<file path="src/rtl/fwd_pkg.sv">
// fwd_pkg: shared definitions for the forwarding / load-use hazard unit.
//   FW_NOP        select value that routes register-file data to the consumer
//   fw_stage_sel  maps forwarding source stage k to its bypass-mux select
//   hz_state_e    load-use FSM states (IDLE: no pending load, HOLD: counting down)
package fwd_pkg;

  localparam int FW_NOP = 0;

  typedef enum logic [0:0] {
    ST_IDLE = 1'b0,
    ST_HOLD = 1'b1
  } hz_state_e;

  // Stage k (0 = youngest) is reached through mux input k+1.
  function automatic int fw_stage_sel(input int k);
    return k + 1;
  endfunction

endpackage

</file>
<file path="src/rtl/fwd_sel_node.sv">
// fwd_sel_node: forwarding select for a single read port.
// Compares one source register number against every writeback stage and
// returns the select of the youngest matching writer, or FW_NOP.
//   rn_i     source register number
//   vld_i    port actually reads rn_i
//   st_we_i  stage k will write back
//   st_rn_i  stage k destination, stage k at [k*RN_W +: RN_W]
//   sel_o    bypass-mux select (FW_NOP or k+1)
module fwd_sel_node
  import fwd_pkg::*;
#(
  parameter int NSTG  = 2,
  parameter int RN_W  = 5,
  parameter int SEL_W = 2
) (
  input  logic [RN_W-1:0]      rn_i,
  input  logic                 vld_i,
  input  logic [NSTG-1:0]      st_we_i,
  input  logic [NSTG*RN_W-1:0] st_rn_i,
  output logic [SEL_W-1:0]     sel_o
);

  always_comb begin
    // NOTE: every output of a combinational block gets a default before any
    // conditional assignment, otherwise synthesis infers a latch.
    sel_o = SEL_W'(FW_NOP);
    // Walk from oldest to youngest so the youngest match is written last
    // and wins. Register 0 is hard-wired and never forwarded.
    for (int k = NSTG - 1; k >= 0; k--) begin
      if (vld_i && (rn_i != '0) && st_we_i[k] &&
          (st_rn_i[k*RN_W +: RN_W] == rn_i)) begin
        sel_o = SEL_W'(fw_stage_sel(k));
      end
    end
  end

endmodule

</file>
<file path="src/rtl/fwd_hazard_unit.sv">
// fwd_hazard_unit: operand forwarding and load-use hazard control.
//   clk, rst        clock; synchronous active-low reset
//   pause           global pipeline freeze
//   flush           squash ID->EX (branch / exception)
//   rd_rn_i/vld_i   decode-stage source registers and their read enables
//   st_we_i/rn_i    writeback stages (0 = youngest) and their destinations
//   st_ld_i         stage holds a load whose data is not yet forwardable
//   id_fw_o         combinational decode-stage bypass selects
//   ex_fw_o         EX-stage bypass selects from the registered sources
//   stall_o         hold PC and IF/ID
//   bubble_o        insert a NOP into ID->EX this cycle
module fwd_hazard_unit
  import fwd_pkg::*;
#(
  parameter int NRD    = 2,
  parameter int NSTG   = 2,
  parameter int RN_W   = 5,
  parameter int LD_LAT = 1,
  parameter int SEL_W  = 2
) (
  input  logic                 clk,
  input  logic                 rst,
  input  logic                 pause,
  input  logic                 flush,
  input  logic [NRD*RN_W-1:0]  rd_rn_i,
  input  logic [NRD-1:0]       rd_vld_i,
  input  logic [NSTG-1:0]      st_we_i,
  input  logic [NSTG*RN_W-1:0] st_rn_i,
  input  logic [NSTG-1:0]      st_ld_i,
  output logic [NRD*SEL_W-1:0] id_fw_o,
  output logic [NRD*SEL_W-1:0] ex_fw_o,
  output logic                 stall_o,
  output logic                 bubble_o
);

  if ((2 ** SEL_W) < (NSTG + 1)) begin : g_bad_sel_w
    $error("fwd_hazard_unit: SEL_W too narrow for NSTG stages plus FW_NOP");
  end
  if (LD_LAT > 7) begin : g_bad_ld_lat
    $error("fwd_hazard_unit: LD_LAT must be 0..7");
  end

  localparam bit       LD_EN    = (LD_LAT > 0);
  // HOLD covers LD_LAT cycles after the detecting cycle, so it starts at LD_LAT-1.
  localparam logic [2:0] CNT_INIT = LD_EN ? 3'(LD_LAT - 1) : 3'd0;

  hz_state_e           state_q, state_d;
  logic [2:0]          cnt_q, cnt_d;
  logic [NRD*RN_W-1:0] ex_rn_q, ex_rn_d;
  logic [NRD-1:0]      ex_vld_q, ex_vld_d;
  logic                ld_hit0, ld_late;

  for (genvar p = 0; p < NRD; p++) begin : g_port
    fwd_sel_node #(.NSTG(NSTG), .RN_W(RN_W), .SEL_W(SEL_W)) u_id_sel (
      .rn_i    (rd_rn_i[p*RN_W +: RN_W]),
      .vld_i   (rd_vld_i[p]),
      .st_we_i (st_we_i),
      .st_rn_i (st_rn_i),
      .sel_o   (id_fw_o[p*SEL_W +: SEL_W])
    );
    fwd_sel_node #(.NSTG(NSTG), .RN_W(RN_W), .SEL_W(SEL_W)) u_ex_sel (
      .rn_i    (ex_rn_q[p*RN_W +: RN_W]),
      .vld_i   (ex_vld_q[p]),
      .st_we_i (st_we_i),
      .st_rn_i (st_rn_i),
      .sel_o   (ex_fw_o[p*SEL_W +: SEL_W])
    );
  end

  // A consumer reading a pending load: at stage 0 this starts the timed
  // hold; at an older stage it simply stalls until that stage drops st_ld.
  always_comb begin
    ld_hit0 = 1'b0;
    ld_late = 1'b0;
    for (int p = 0; p < NRD; p++) begin
      for (int k = 0; k < NSTG; k++) begin
        if (rd_vld_i[p] && (rd_rn_i[p*RN_W +: RN_W] != '0) && st_we_i[k] &&
            st_ld_i[k] && (st_rn_i[k*RN_W +: RN_W] == rd_rn_i[p*RN_W +: RN_W])) begin
          if (k == 0) ld_hit0 = 1'b1;
          else        ld_late = 1'b1;
        end
      end
    end
  end

  always_comb begin
    state_d = state_q;
    cnt_d   = cnt_q;
    unique case (state_q)
      ST_IDLE: begin
        if (LD_EN && ld_hit0 && !pause && !flush) begin
          state_d = ST_HOLD;
          cnt_d   = CNT_INIT;
        end
      end
      ST_HOLD: begin
        if (flush) begin
          state_d = ST_IDLE;
          cnt_d   = 3'd0;
        end else if (!pause) begin
          if (cnt_q == 3'd0) state_d = ST_IDLE;
          else               cnt_d   = cnt_q - 3'd1;
        end
      end
      default: state_d = ST_IDLE;
    endcase

    // A flushed instruction is discarded anyway, so it never needs a stall.
    stall_o  = ((state_q == ST_IDLE) && LD_EN && ld_hit0 ||
                (state_q == ST_HOLD) || ld_late) && !flush;
    bubble_o = stall_o && !pause;

    ex_rn_d  = ex_rn_q;
    ex_vld_d = ex_vld_q;
    if (flush || (bubble_o && !pause)) begin
      ex_rn_d  = '0;
      ex_vld_d = '0;
    end else if (!pause) begin
      ex_rn_d  = rd_rn_i;
      ex_vld_d = rd_vld_i;
    end
  end

  always_ff @(posedge clk) begin
    // NOTE: reset is sampled on the clock edge like any other input, and all
    // state updates use non-blocking assignments so every flop sees the
    // pre-edge values of the others.
    if (!rst) begin
      state_q  <= ST_IDLE;
      cnt_q    <= 3'd0;
      ex_rn_q  <= '0;
      ex_vld_q <= '0;
    end else begin
      state_q  <= state_d;
      cnt_q    <= cnt_d;
      ex_rn_q  <= ex_rn_d;
      ex_vld_q <= ex_vld_d;
    end
  end

endmodule
</file>
<file path="config.mk">
export PLATFORM = sky130hd
export DESIGN_NAME = fwd_hazard_unit
export DESIGN_NICKNAME = d
export VERILOG_FILES = /design/src/rtl/fwd_pkg.sv /design/src/rtl/fwd_sel_node.sv /design/src/rtl/fwd_hazard_unit.sv
export SDC_FILE = /design/constraint.sdc
export NUM_CORES = 1
export LEC_CHECK = 0
export ABC_AREA = 1
export CORE_UTILIZATION = 33
export DETAILED_ROUTE_END_ITERATION = 8
export GPL_TIMING_DRIVEN = 0
export HOLD_SLACK_MARGIN = 0.08
export SLEW_MARGIN = 10
export SYNTH_ARGS = -nofsm -noshare
export SYNTH_HDL_FRONTEND = slang
export SYNTH_SLANG_ARGS = --single-unit
</file>
<file path="constraint.sdc">
create_clock -name clk -period 1.9 [get_ports clk]
set_input_delay 0.38 -clock clk [delete_from_list [all_inputs] [get_ports clk]]
set_output_delay 0.38 -clock clk [all_outputs]
set_load 0.02 [all_outputs]
</file>
==> results of run 1 <==
## through the flow
| step | hold slack, ns | setup WS [ns] | cells | area [µm²] |
|---|---|---|---|---|
| detailed placement | 0.536 | -0.947 | 345 | 1970 |
| floorplan | 0.489 | -0.0311 | 255 | 1520 |
| global route | 0.439 | -0.0408 | 352 | 2200 |
| finish | 0.409 | 0.0415 | 352 | 2200 |
| CTS | 0.462 | -0.0154 | 349 | 1990 |
| global placement | 0.527 | -0.931 | 345 | 1970 |
## kinds of logic after synthesis
| logic type | count (synthesis) | share of synthesized area, % |
|---|---|---|
| adders and majority gates | 2 | 1.68 |
| and+or+nand+nor | 157 | 47.6 |
| muxes | 4 | 2.68 |
| xor gates and xnor gates | 13 | 7.63 |
| buffers and inverters | 40 | 10.7 |
| DFF | 16 | 21.5 |
| AOI/OAI and AO/OA | 23 | 8.30 |
## layout make-up
cell class,count,area [µm²],share of cell area [%]
flip-flops and latches,16,338,15.4
plain buffers,4,23.8,1.08
multi-input cells,199,1190,54.3
repair buffers,41,379,17.3
well taps,52,65.1,2.96
clock buffers,4,55.1,2.51
inverters,36,143,6.50
## metal layers
metal | GRT usage [%] | wire [µm]
met5 | 0 | 0
met4 | 7.26 | 83
met3 | 3.20 | 263
met2 | 28.9 | 2170
met1 | 27.2 | 2250
## where the power goes
| part | internal (mW) | total [mW] | switching [mW] |
|---|---|---|---|
| Combinational | 0.136 | 0.319 | 0.183 |
| Sequential | 0.344 | 0.356 | 0.0119 |
| Clock | 0.184 | 0.314 | 0.130 |
## timing repair
item / CTS / global route
buffers inserted: 0 / 3
endpoints found under the setup margin: 23 / 10
pin swaps: 12 / 30
gates cloned: 0 / 0
resized for setup: 137 / 83
hold endpoints to repair: 0 / 0
## sequential cells by signal, summed over array words and instances, names as in the netlist
| name | cells |
|---|---|
| ex_vld_q | 2 |
| state_q | 1 |
| cnt_q | 3 |
| ex_rn_q | 10 |
## worst paths after layout
path                                 start          to
worst max-delay path            rd_rn_i[1]  id_fw_o[0]
worst min-delay path            rd_rn_i[6]  ex_rn_q[6]
worst max register to register    cnt_q[0]    cnt_q[0]
worst min register to register    cnt_q[1]    cnt_q[1]
## cells in the final DEF (no fill, tap or decap), drive strengths merged
cell	n
a21oi	6
buf	32
clkbuf	6
clkdlybuf4s15	4
clkdlybuf4s50	3
dfxtp	16
dlygate4sd2	2
dlymetal6s2s	2
ha	2
inv	36
mux2i	4
nand2	82
nand3	10
nand4	12
nor2	43
nor3	6
nor4	3
nor4b	1
o211ai	2
o21ai	14
o41ai	1
xnor2	9
xor2	4
## worst max-delay path: cells and delay by family
kind | cells | cell delay [ns]
buf+inv | 3 | 0.50
simple gates | 5 | 0.59
==> metrics.cfg, run 1 <==
[global_routing]
grt_start_max_net_pins=11
grt_pass1_vias=1534
grt-ovfl-total=0
grt_pass1_wl_um=7370
antenna_found_initial=0
grt_usage_pct=19.2

[final_layout]
nNetsFinal=333
syn2layout_area_growth_pct=47.2
drive_gt1_share_pct=38.0
diodes=0
nFillCells=446
final_util_pct=50.4

[timing]
min_period_ns=1.86
tightest_slew_ns=0.624
slew-limit-headroom_pct=58.0
setup_viol=0
slew_viol_final=0
fin_crit_sh_pct=97.8
fin_setup_tns_ns=0
skew_ns=0.0117
fmax_ghz=0.538
rsz0062_at_grt=true
hold_violations=0

[clocking]
hold_buffers=0
cts-root-buf=clkbuf_8
clock-sinks=16
insertion_delay_ns=0.26
htreeDepth=1
cts_made_buffers=3
cts_tree=done
clk_path_buf_depth=2
path_clk_slew_ns=0.07

[synth]
ys_seq_area_share_pct=21.5
synth_most_common_cell=nand2_1
ys_ff_latch=16
synth_top_area_cell=dfxtp_1
synth.cell_area_um2=1490
avgSynthCellArea_um2=5.85
yosys_warnings=0
synth_top_area_share_pct=21.5
synth.area.top_cells=dfxtp_1, nand2_1, nor2_1
synth_nets=287
synth_commonest_cells=nand2_1, nor2_1, inv_1
netlist_instances=255
ys.flop_type=dfxtp_1
ys_types=26
synthArstFlopShare_pct=0
synth_edf_count=0

[power]
total_power_mw=0.989
p_leak_nw=1.08
peakVddDrop_v=0.000303
p_per_area_nw_per_um2=451

[worst_setup_path]
crit_top_cell=nand2_1
worst_path_max_delay_cell=clkdlybuf4s15_1
r2r_slack_ns=0.30
critical_path_class=in2out
cp_cell_sequence=buf_4 > inv_2 > nand2_1 > nand2_1 > nor2_2 > nand3_2 > nor3_2 > clkdlybuf4s15_1
cp-start-kind=input port
rr_worst_depth=8
required_ns=1.52
endpoint_kind=output pin
cp_max_fo=5
max_stage_delay_ns=0.34
arrival_ns=1.48

[detailed_routing]
vias=1760
routed_via_density=5.00
first_pass_iters=4
drtAntennaViolNets=0
drtIter0Drc=113
wl_um=4770
drc=0
wl_per_cell_um=13.6

[status]
status=finished, final reports clean

[floorplanning]
dieWidth_um=69.2
rows=24
initial_core_util_pct=34.3
num_io_pins=40
coreArea_um2=4350
dieArea_um2=4790
die_y_um=69.2

[flow_run]
cap_viol_max_count=0

[place]
port_buffers=38
dpl.hpwl_um=3630
gp_congestion=0.873

[worst_hold_path]
min_path_cells=3
hp-class=in2reg

Note: power is estimated with default switching activity, not from simulation.
==> inputs of run 2 (changes only) <==
MAX_ROUTING_LAYER = met4   (was default)
==> run 2 against run 1 <==
  * Non-clock buffer count unchanged
  * Final cell count unchanged
  * Clock skew increased by 0.00082 ns
  * Largest cell class unchanged
  * Critical path type is now reg2out
  * Clock-buffer cell count unchanged
  * Clock power about the same
  * Sequential cell count unchanged
==> metrics.cfg, run 2 (synthesized netlist as in run 1, its figures left out) <==
[final_layout]
nNetsFinal=333  ; unchanged
layoutNonFillerInstCount=352  ; unchanged
nFillCells=446  ; unchanged
largest_register_ffs=10  ; unchanged
regMostFlops=ex_rn_q
fin_area_um2=2200  ; unchanged
multiInputGateArea_um2=1190  ; unchanged
reg_top3=ex_rn_q: 10 flops, cnt_q: 3 flops, ex_vld_q: 2 flops
ff_latch_area_um2=338  ; unchanged
diodes=0  ; unchanged
final_common_cell=nand2_1
final_util_pct=50.4  ; unchanged
layout_common_cells=nand2_1, nor2_2, inv_1
syn2layout_area_growth_pct=47.2  ; unchanged
drive_gt1_share_pct=38.0  ; unchanged

[detailed_routing]
routed_via_density=4.97  ; -0.57%
wl_um=4770  ; about the same
vias=1750  ; -0.57%
drtAntennaViolNets=0  ; unchanged
wl_per_cell_um=13.6  ; about the same
first_pass_iters=4  ; unchanged
drc=0  ; unchanged
drtIter0Drc=127  ; +12%

[power]
p_int_mw=0.664  ; about the same
peakVddDrop_v=0.000304  ; +0.16%
p_leak_nw=1.08  ; unchanged
power.switching_mw=0.327  ; +0.41%
switching_share_pct=33.0  ; +0.089 points
pwr-share-seq_pct=36.0  ; about the same
total_power_mw=0.991  ; +0.14%
p_per_area_nw_per_um2=451  ; +0.14%
pwr-share-clk_pct=31.9  ; about the same
p_comb_share_pct=32.2  ; about the same

[timing]
fmax_ghz=0.539  ; +0.24%
skew_ns=0.0125  ; +0.000815 ns
rsz0062_at_grt=true
tightest_slew_ns=0.624  ; -0.000180 ns
fin_setup_tns_ns=0  ; unchanged
layout_setup_ws_ns=0.0460  ; +0.00450 ns
slew-limit-headroom_pct=58.0  ; about the same
fin_crit_sh_pct=97.6  ; -0.24 points
setup_viol=0  ; unchanged
hold_violations=0  ; unchanged
hold_ws_ns=0.400  ; -0.00858 ns
min_period_ns=1.85  ; -0.00450 ns
slew_viol_final=0  ; unchanged

[floorplanning]
num_io_pins=40  ; unchanged
coreArea_um2=4350  ; unchanged
dieArea_um2=4790  ; unchanged
die_y_um=69.2  ; unchanged
initial_core_util_pct=34.3  ; unchanged
dieWidth_um=69.2  ; unchanged
rows=24  ; unchanged

[worst_setup_path]
cp-endpoint=ex_fw_o[3]
rr_startpoint=cnt_q[0]
max_stage_delay_ns=0.39  ; +0.05 ns
endpoint_kind=output pin
rr_worst_depth=8  ; unchanged
critical_path_class=reg2out
cp_cell_sequence=xnor2_2 > nand4_1 > nor4_2 > nor2_1 > buf_4
worst_path_max_delay_cell=dfxtp_4
startpoint=ex_rn_q[9]
cp_max_fo=4  ; -1
r2r-end=cnt_q[0]
cp-start-kind=flip-flop
r2r_slack_ns=0.30  ; about the same
required_ns=1.52  ; about the same
arrival_ns=1.47  ; about the same

[global_routing]
grt_pass1_vias=1533  ; -0.065%
top_usage_layer=met2
grt-ovfl-total=0  ; unchanged
grt_start_max_net_pins=11  ; unchanged
grt_pass1_wl_um=7380  ; about the same
grt_usage_pct=19.7  ; +0.54 points
met1_usage_pct=27.2  ; unchanged
grt_use_met3_pct=3.20  ; unchanged
antenna_found_initial=0  ; unchanged
use_met2_pct=28.9  ; unchanged

[place]
dpl.hpwl_um=3630  ; unchanged
port_buffers=38  ; unchanged
gp_congestion=0.887  ; +1.7%
dp_slack_ns=-0.947  ; unchanged
dp_cells=345  ; unchanged
place_area_um2=1970  ; unchanged

[clocking]
htreeDepth=1  ; unchanged
clk_path_buf_depth=2  ; unchanged
path_clk_slew_ns=0.08  ; about the same
cts_tree=done
insertion_delay_ns=0.26  ; about the same
cts_made_buffers=3  ; unchanged
cts-root-buf=clkbuf_8
clock-sinks=16  ; unchanged

[status]
status=finished, final reports clean

[worst_hold_path]
hp-class=in2reg

[flow_run]
cap_viol_max_count=0  ; unchanged

run 2: worst min path at each step:
stage	start	end	cells after the start
2_1_floorplan	ex_vld_q[0]	ex_vld_q[0]	2
3_3_place_gp	ex_vld_q[1]	ex_vld_q[1]	2
3_5_place_dp	ex_vld_q[1]	ex_vld_q[1]	2
4_1_cts	rd_rn_i[5]	ex_rn_q[5]	3
5_1_grt	rd_rn_i[6]	ex_rn_q[6]	3
6_report	rd_rn_i[6]	ex_rn_q[6]	3
run 2: what timing repair did:
| item | CTS | global route |
|---|---|---|
| buffers inserted | 0 | 3 |
| endpoints found under the setup margin | 23 | 10 |
| resized for setup | 137 | 83 |
| hold buffers | 0 | 0 |
| endpoints found under the hold margin | 0 | 0 |
| pin swaps | 12 | 30 |
run 2: area by class of cell:
class,count,area share (%)
Multi-Input combinational cell,199,54.3
Inverter,36,6.50
Clock buffer,4,2.51
Sequential cell,16,15.4
Tap cell,52,2.96
Buffer,4,1.08
Timing Repair Buffer,41,17.3
run 2: layer usage:
metal  up-vias  wire [µm]
li1        905          -
met1       782       2270
met5         -          0
met2        48       2130
met4         0        121
met3        15        248
run 2: critical path, delay by kind of cell, from the launching register on:
kind	cells	cell delay (ns)
buffers and inverters	1	0.16
AND/OR/NAND/NOR	3	0.55
flip-flops	1	0.39
XOR/XNOR	1	0.12
run 2: power groups by stage:
| stage | Clock, mW | Sequential (mW) | Combinational [mW] |
|---|---|---|---|
| after floorplan | 0 | 0.361 | 0.154 |
| after global routing | 0.337 | 0.357 | 0.349 |
| after detailed placement | 0 | 0.363 | 0.279 |
| final | 0.316 | 0.356 | 0.319 |
| after global placement | 0 | 0.364 | 0.278 |
| after CTS | 0.324 | 0.356 | 0.275 |
